`src/rtl/display_pkg.sv`:
```
// Shared constants and conversion FSM encoding for the display scan path.
package display_pkg;

    localparam int          NUM_DIGITS = 4;
    localparam int          BCD_MAX    = 9999;
    localparam logic [3:0]  BLANK_CODE = 4'hF;

    typedef enum logic [1:0] {
        ST_IDLE   = 2'd0,
        ST_SHIFT  = 2'd1,
        ST_COMMIT = 2'd2
    } conv_state_t;

endpackage

```
`src/rtl/bin2bcd_seq.sv`:
```
// Sequential double-dabble binary-to-BCD converter with a valid/ready input
// and a one-cycle commit strobe that qualifies the finished BCD word.
module bin2bcd_seq
    import display_pkg::*;
#(
    parameter int VALUE_W = 14
) (
    input  logic                      clk,
    input  logic                      rst_n,
    input  logic [VALUE_W-1:0]        val_in,
    input  logic                      val_valid,
    output logic                      val_ready,
    output logic                      ovf,
    output logic [4*NUM_DIGITS-1:0]   bcd,
    output logic                      commit
);
    localparam int CNT_W = (VALUE_W > 1) ? $clog2(VALUE_W) : 1;
    localparam int BCD_W = 4 * NUM_DIGITS;

    conv_state_t        r_state;
    conv_state_t        w_state_next;
    logic [VALUE_W-1:0] r_bin;
    logic [BCD_W-1:0]   r_bcd;
    logic [CNT_W-1:0]   r_bit_cnt;
    logic               r_ovf;

    logic               w_accept;
    logic               w_too_big;
    logic               w_last_shift;
    logic [VALUE_W-1:0] w_clamped;
    logic [BCD_W-1:0]   w_adj;

    assign w_accept     = (r_state == ST_IDLE) && val_valid;
    assign w_too_big    = 32'(val_in) > 32'(BCD_MAX);
    assign w_clamped    = w_too_big ? VALUE_W'(BCD_MAX) : val_in;
    assign w_last_shift = (r_bit_cnt == CNT_W'(VALUE_W - 1));

    // Add-3 correction on every nibble that would overflow past 9 when doubled
    genvar gi;
    generate
        for (gi = 0; gi < NUM_DIGITS; gi++) begin : g_adj
            assign w_adj[4*gi +: 4] = (r_bcd[4*gi +: 4] >= 4'd5) ?
                                      r_bcd[4*gi +: 4] + 4'd3 : r_bcd[4*gi +: 4];
        end
    endgenerate

    always_ff @(posedge clk) begin
        if (!rst_n) begin
            r_state <= ST_IDLE;
        end else begin
            r_state <= w_state_next;
        end
    end

    always_comb begin
        w_state_next = r_state;
        case (r_state)
            ST_IDLE:   if (w_accept) w_state_next = ST_SHIFT;
            ST_SHIFT:  if (w_last_shift) w_state_next = ST_COMMIT;
            ST_COMMIT: w_state_next = ST_IDLE;
            default:   w_state_next = ST_IDLE;
        endcase
    end

    always_comb begin
        val_ready = 1'b0;
        commit    = 1'b0;
        case (r_state)
            ST_IDLE:   val_ready = 1'b1;
            ST_COMMIT: commit    = 1'b1;
            default:   ;
        endcase
    end

    always_ff @(posedge clk) begin
        if (!rst_n) begin
            r_bin     <= '0;
            r_bcd     <= '0;
            r_bit_cnt <= '0;
            r_ovf     <= 1'b0;
        end else begin
            case (r_state)
                ST_IDLE: begin
                    if (w_accept) begin
                        r_bin     <= w_clamped;
                        r_bcd     <= '0;
                        r_bit_cnt <= '0;
                        r_ovf     <= w_too_big;
                    end
                end
                ST_SHIFT: begin
                    {r_bcd, r_bin} <= {w_adj, r_bin} << 1;
                    r_bit_cnt      <= r_bit_cnt + CNT_W'(1);
                end
                default: ;
            endcase
        end
    end

    assign bcd = r_bcd;
    assign ovf = r_ovf;

endmodule

```
`src/rtl/display_scan_mux.sv`:
```
// Binary value -> 4 BCD digits -> time-multiplexed digit code + active-low anode.
// Optional leading-zero blanking is enabled with `define LEADING_ZERO_BLANK_EN.
module display_scan_mux
    import display_pkg::*;
#(
    parameter int VALUE_W     = 14,
    parameter int REFRESH_DIV = 50000
) (
    input  logic               clk,
    input  logic               rst_n,
    input  logic [VALUE_W-1:0] val_in,
    input  logic               val_valid,
    output logic               val_ready,
    output logic               ovf,
    output logic [3:0]         data_out,
    output logic [3:0]         dig_out
);
    localparam int CNT_W = $clog2(REFRESH_DIV);
    localparam int IDX_W = $clog2(NUM_DIGITS);

    logic [4*NUM_DIGITS-1:0] w_bcd;
    logic                    w_commit;
    logic [3:0]              w_code [NUM_DIGITS];

    logic [CNT_W-1:0]        r_refresh_cnt;
    logic [IDX_W-1:0]        r_idx;
    logic [3:0]              r_disp [NUM_DIGITS];
    logic [3:0]              r_data_out;
    logic [3:0]              r_dig_out;
    logic                    w_wrap;

    bin2bcd_seq #(
        .VALUE_W (VALUE_W)
    ) u_bin2bcd (
        .clk       (clk),
        .rst_n     (rst_n),
        .val_in    (val_in),
        .val_valid (val_valid),
        .val_ready (val_ready),
        .ovf       (ovf),
        .bcd       (w_bcd),
        .commit    (w_commit)
    );

    // Per-digit code stored at commit time; blanking applies to every digit
    // above the most significant non-zero one, never to the units digit.
    genvar gi;
    generate
        for (gi = 0; gi < NUM_DIGITS; gi++) begin : g_code
`ifdef LEADING_ZERO_BLANK_EN
            if (gi == 0) begin : g_units
                assign w_code[gi] = w_bcd[3:0];
            end else begin : g_upper
                assign w_code[gi] = (w_bcd[4*NUM_DIGITS-1 : 4*gi] == '0) ?
                                    BLANK_CODE : w_bcd[4*gi +: 4];
            end
`else
            assign w_code[gi] = w_bcd[4*gi +: 4];
`endif
        end
    endgenerate

    assign w_wrap = (r_refresh_cnt == CNT_W'(REFRESH_DIV - 1));

    always_ff @(posedge clk) begin
        if (!rst_n) begin
            r_refresh_cnt <= '0;
            r_idx         <= '0;
            r_data_out    <= 4'h0;
            r_dig_out     <= 4'b1111;
            for (int i = 0; i < NUM_DIGITS; i++) begin
                r_disp[i] <= 4'h0;
            end
        end else begin
            if (w_commit) begin
                for (int i = 0; i < NUM_DIGITS; i++) begin
                    r_disp[i] <= w_code[i];
                end
            end
            if (w_wrap) begin
                r_refresh_cnt <= '0;
                r_idx         <= r_idx + IDX_W'(1);
                r_dig_out     <= ~(4'b0001 << r_idx);
                // Bypass so a slot starting on the commit edge already shows the new value
                r_data_out    <= w_commit ? w_code[r_idx] : r_disp[r_idx];
            end else begin
                r_refresh_cnt <= r_refresh_cnt + CNT_W'(1);
            end
        end
    end

    assign data_out = r_data_out;
    assign dig_out  = r_dig_out;

endmodule

```
`config.mk`:
```
export PLATFORM = sky130hd
export DESIGN_NAME = display_scan_mux
export DESIGN_NICKNAME = d
export VERILOG_FILES = /design/src/rtl/display_pkg.sv /design/src/rtl/bin2bcd_seq.sv /design/src/rtl/display_scan_mux.sv
export SDC_FILE = /design/constraint.sdc
export NUM_CORES = 1
export LEC_CHECK = 0
export CORE_ASPECT_RATIO = 1.75
export CORE_UTILIZATION = 58
export DETAILED_ROUTE_END_ITERATION = 10
export HOLD_SLACK_MARGIN = 0.08
export PLACE_DENSITY = 0.89
export SLEW_MARGIN = 20
export SYNTH_ARGS = -nofsm -noshare
export SYNTH_HDL_FRONTEND = slang
export SYNTH_SLANG_ARGS = --single-unit
```
`constraint.sdc`:
```
create_clock -name clk -period 2.4 [get_ports clk]
set_input_delay 0.36 -clock clk [delete_from_list [all_inputs] [get_ports clk]]
set_output_delay 0.36 -clock clk [all_outputs]
set_load 0.02 [all_outputs]
```
==> run metrics, run 1 <==
Initial Util 0.6018; Pwr Density 622.9 mW/mm²; number of global-route vias before repair 2,943; final non-filler cell area 0.004252 mm²; Resize count post-CTS 0; Pleak 0.001516 µW; Die Area 0.006750 mm²; Die Y 107.9 µm; cts bufs inserted 9; Final Core Density 0.6879; setup ws final 438.9 ps; status completed; Final period util 0.8171; Initial DRC Count 202; Critical Path Source Type register; CP max stage delay 560 ps; n_diodes 0; count leader, synth dfxtp_1; combinational share of power 0.071; Post-synth EDFFs 16; H-tree Lvls 3; max-capacitance violation count 0; pre-CTS setup slack 242.4 ps; fraction of layout cells with a size suffix above 1 0.09848; # port buffers 26; drt first pass iters 4; Post-synth ARST share 0; Slowest-stage cell, CP or4b_4; Layout Skew 7.487 ps; Slew Viols, Final 0; Gate Count Post-Synth 363; first-pass GRT wire length 13,250 µm; hold crit path type register to register; sequential share of the synthesized area 0.4790; crit path time final 1961 ps; antenna-violating nets left 0; Clock power frac 0.381; Worst-path clk slew 80 ps; RSZ-0062 raised after global routing false; Yosys warnings 0; via count 2,831; Root Driver clkbuf_8; Yosys top cell area share 0.3498; Flop pwr share 0.548; Pint 2019 µW; Max Clk Rate 0.5099 GHz; number of nets in the layout 423; Reg area 0.001782 mm²; Die X 62.54 µm; clk_lat worst skew 360 ps; final WL 7622 µm; Synth area leaders dfxtp_1, edfxtp_1, ha_1, nor2_1, mux2i_1; crit-path max FO 14; CTS tree done; area of the multi-input gates 0.001804 mm²; routed vias/inst 5.947; num ports 27; Tot GR Track Use 0.2546; synth unique cells 55; Sum Neg Setup Slack 0 ps; wire length on met1 2903 µm; switching power 629.0 µW; worst slew pin tran 652.4 ps; relative slew slack 0.5635; Setup violations, final 0; WP data required 2700 ps; GRT overflow 0; Mean Syn Cell Area 10.25 µm²; Yosys reg bits 81; DR top layer met4; Post-synth top cells dfxtp_1, nor2_1, nand2_1; Hold-fix buffers, CTS 0; syn nets 395; CP endpoint kind register; routability cong. 0.9088; maximum clock path buffer count 2; postcts setup bufs 0; Core Rows 38; top_reg_cell synth dfxtp_1; critical path type register to register; pin count of the biggest net entering global routing 17; Placement Cell Area 0.004048 mm²; Worst VDD drop 657.6 µV; Layout fillers 465; drt drc 0; drt wl/cell 16.01 µm; Met3 Wirelength 170 µm; final number of hold-violating endpoints 0; CTS sink count 81; Mapped Area 0.003720 mm²; initial antenna violation count 0; Net Sw Frac 0.2375; Core Area 0.006181 mm²; DP HPWL 5779 µm; Layout area overhead 14.30%; CP cell instances or4b_4 -> nor4_4 -> or2b_1 -> buf_4 -> a2bb2oi_2; Crit path arrival time 2260 ps; Synth area leader dfxtp_1; met2 WL 4373 µm; worst hold slack 468.4 ps
final cells by class:
cell class / instances / area share
clock buffers: 10 / 0.03237
clock inverters: 6 / 0.01560
inverters: 13 / 0.01148
multi-input cells: 253 / 0.4244
flip-flops and latches: 81 / 0.4191
well taps: 80 / 0.02354
repair buffers: 33 / 0.07357
registers in the layout (all words and copies together), names as in the netlist, named ones only:
| signal | flops |
|---|---|
| u_bin2bcd.r_bin | 14 |
| u_bin2bcd.r_state | 2 |
| data_out | 4 |
| u_bin2bcd.ovf | 1 |
| u_bin2bcd.r_bit_cnt | 4 |
| r_refresh_cnt | 16 |
| dig_out | 4 |
| r_idx | 2 |
| r_disp | 16 |
| u_bin2bcd.bcd | 16 |
cells in the final DEF (no fill, tap or decap), drive strengths merged, types with 7 or more instances in the layout:
cell type      synthesis  routed
dfxtp                 65      65
nor2                  49      49
clkdlybuf4s50          0      26
nand2                 17      17
edfxtp                16      16
ha                    15      15
inv                   13      14
a21oi                 13      13
xnor2                 12      12
o22ai                 12      12
mux2i                 11      11
and2                  11      11
nor3                  10      10
clkbuf                12      10
nand3                  9       9
o21ai                  8       8
xor2                   7       7
buf                    4       7
worst paths after layout:
kind	end	slack, ps	cells after the start	from
min	data_out[2]	470	1	data_out[2]
max	dig_out[3]	440	5	r_refresh_cnt[5]
max reg2reg	dig_out[3]	440	5	r_refresh_cnt[5]
min reg2reg	data_out[2]	470	1	data_out[2]
worst max-delay path, delay by kind of cell (launching register included):
family                 cells  cell delay, ps
flip-flops                 1             360
buffers and inverters      1             250
AO/OA/AOI/OAI              1             140
AND/OR/NAND/NOR            3            1140
power by group through the flow:
stage                     logic (µW)  registers (µW)  clock network [µW]
after CTS                        188            1450                1010
after floorplan                  125            1470                   0
after global placement           182            1480                   0
after global routing             210            1460                1080
after detailed placement         187            1480                   0
final                            188            1450                1010
layer usage:
metal,vias to the layer above,GRT usage
met5,-,0
met4,0,0.1262
met3,17,0.04747
met2,49,0.4922
met1,1377,0.2546
li1,1388,-
logic make-up after synthesis:
family | count (synthesis) | synth area share
adder cells (fa/ha/maj) | 15 | 0.05045
AO/OA/AOI/OAI | 73 | 0.1500
flip-flops | 81 | 0.4790
buffers and inverters | 29 | 0.03599
XOR/XNOR | 19 | 0.04474
AND/OR/NAND/NOR | 129 | 0.1800
multiplexers | 17 | 0.05987
through the flow:
| stage | total power (µW) | std cells |
|---|---|---|
| after floorplan | 1598 | 363 |
| after global placement | 1663 | 460 |
| after detailed placement | 1671 | 460 |
| after CTS | 2655 | 476 |
| after global routing | 2747 | 476 |
| final | 2648 | 476 |
Power figures use the tool's default switching activity.
==> inputs of run 2 (changes only) <==
--- a/config.mk
+++ b/config.mk
@@ -6,10 +6,10 @@
 export NUM_CORES = 1
 export LEC_CHECK = 0
 export CORE_ASPECT_RATIO = 1.75
-export CORE_UTILIZATION = 58
+export CORE_UTILIZATION = 52
 export DETAILED_ROUTE_END_ITERATION = 10
 export HOLD_SLACK_MARGIN = 0.08
-export PLACE_DENSITY = 0.89
+export PLACE_DENSITY = 0.85
 export SLEW_MARGIN = 20
 export SYNTH_ARGS = -nofsm -noshare
 export SYNTH_HDL_FRONTEND = slang
==> constraint.sdc (replaced) <==
create_clock -name clk -period 1.7 [get_ports clk]
set_input_delay 0.255 -clock clk [delete_from_list [all_inputs] [get_ports clk]]
set_output_delay 0.255 -clock clk [all_outputs]
set_load 0.02 [all_outputs]
==> run 2 against run 1 <==
Compared with the run above:
- the run now ends with setup timing left
- sequential power increased by 41%
- final area increased by 7.9%
- routed wire length increased by 12%
- register-to-register slack got worse by 490 ps
- clock-buffer cell count increased by 1
==> run metrics, run 2 (synthesis results as in run 1) <==
initial antenna violation count 0; clk_lat worst skew 340 ps; Core Rows 40; Core Area 0.006907 mm²; fraction of layout cells with a size suffix above 1 0.1769; number of global-route vias before repair 3,086; hold crit path type register to register; most common cell after layout, fill and taps aside dfxtp_1; Final period util 1.029; final number of hold-violating endpoints 0; CP cell instances or4b_4 -> nor4_4 -> nor2_1 -> a22o_1; Max Clk Rate 0.5715 GHz; crit-path max FO 6; WP data required 1920 ps; Slowest-stage cell, CP or4b_4; fin cells 508; routed vias/inst 5.902; max-capacitance violation count 0; CTS tree done; most frequent cells in the layout dfxtp_1, nor2_1, buf_4; Tot GR Track Use 0.2502; number of nets in the layout 451; status complete, but fails checks; Met3 Wirelength 297 µm; Pwr Density 920.6 mW/mm²; Die Y 113.9 µm; final WL 8537 µm; drt drc 0; Initial DRC Count 165; # placed instances 492; combinational share of power 0.073; num ports 27; met2 WL 4734 µm; GRT overflow 0; routability cong. 0.8472; Slew Viols, Final 0; switching power 956.0 µW; worst slew pin tran 537.4 ps; CP max stage delay 540 ps; Crit path arrival time 1970 ps; Setup violations, final 8; Flop pwr share 0.486; pin count of the biggest net entering global routing 17; RSZ-0062 raised after global routing true; Critical Path Source Type register; drt wl/cell 16.81 µm; Layout Skew 6.692 ps; n_diodes 0; failing checks setup timing; Pint 3266 µW; maximum clock path buffer count 2; pre-CTS setup slack -39.90 ps; setup ws final -49.79 ps; Layout area overhead 23.31%; cell family with most CP delay simple AND/OR/NAND/NOR gates; Sum Neg Setup Slack -132.8 ps; worst hold slack 466.0 ps; Die X 65.94 µm; # port buffers 26; Worst VDD drop 570.0 µV; critical path type register to register; Critical path buffers and inverters 0; Pleak 0.001709 µW; antenna-violating nets left 0; Root Driver clkbuf_16; crit path time final 1750 ps; DP HPWL 6002 µm; relative slew slack 0.6413; wire length on met1 3198 µm; first-pass GRT wire length 14,150 µm; H-tree Lvls 3; drt first pass iters 6; postcts setup bufs 0; Initial Util 0.5386; Worst-path clk slew 60 ps; Die Area 0.007509 mm²; DR top layer met4; cts bufs inserted 9; Net Sw Frac 0.2264; CP endpoint kind register; CTS sink count 81; via count 2,998; Clock power frac 0.441
run 2: cell types whose count changed in the layout (fill, tap and decap cells not counted), sizes merged:
| cell | delta |
|---|---|
| buf | +28 |
| bufinv | -1 |
| clkbuf | +1 |
| clkdlybuf4s50 | -1 |
| clkinv | +1 |
| dlygate4sd2 | +1 |
| inv | -1 |
run 2: layer usage:
layer  global-route usage  up-vias
met2               0.4551       94
met1               0.2614     1429
met3              0.03900       28
li1                     -     1447
met4               0.1461        0
met5                    0        -
run 2: area by class of cell:
type                            count  area [µm²]
Sequential cell                    81        1784
Multi-Input combinational cell    253        1828
Timing Repair Buffer               61       529.3
Tap cell                           84       105.1
Clock buffer                       11       264.0
Fill cell                         519        2320
Inverter                           13       48.80
Clock inverter                      5       27.53
run 2: worst paths after layout:
kind,slack (ps),from,cells after the start,end
max,-50,r_refresh_cnt[11],4,register
min,470,u_bin2bcd.r_bin[12],2,u_bin2bcd.r_bin[13]
max reg2reg,-50,r_refresh_cnt[11],4,register
min reg2reg,470,u_bin2bcd.r_bin[12],2,u_bin2bcd.r_bin[13]
run 2: metrics by stage:
stage	utilization	area (µm²)	power, µW
2_1_floorplan	-	3725	2256
6_report	0.6641	4587	4223
4_1_cts	0.6609	4564	4242
3_5_place_dp	0.6179	4268	2395
3_3_place_gp	0.6179	4268	2381
5_1_grt	0.6641	4587	4348
run 2: repair_timing:
item | CTS | global route
hold buffers | 0 | 0
gates resized for setup | 4 | 5
endpoints found under the setup margin | 11 | 28
pin swaps | 0 | 4
run 2: power by group through the flow:
stage               registers (µW)  logic (µW)  clock network, µW
floorplan                     2080         177                  0
global placement              2090         291                  0
detailed placement            2090         302                  0
CTS                           2050         306               1880
global route                  2060         338               1950
finish                        2050         308               1860
run 2: tightest hold or removal path: stages, from the launching register on:
cell and delay [ps]:
dfxtp_1 320, nand2_1 60, nand2_1 50
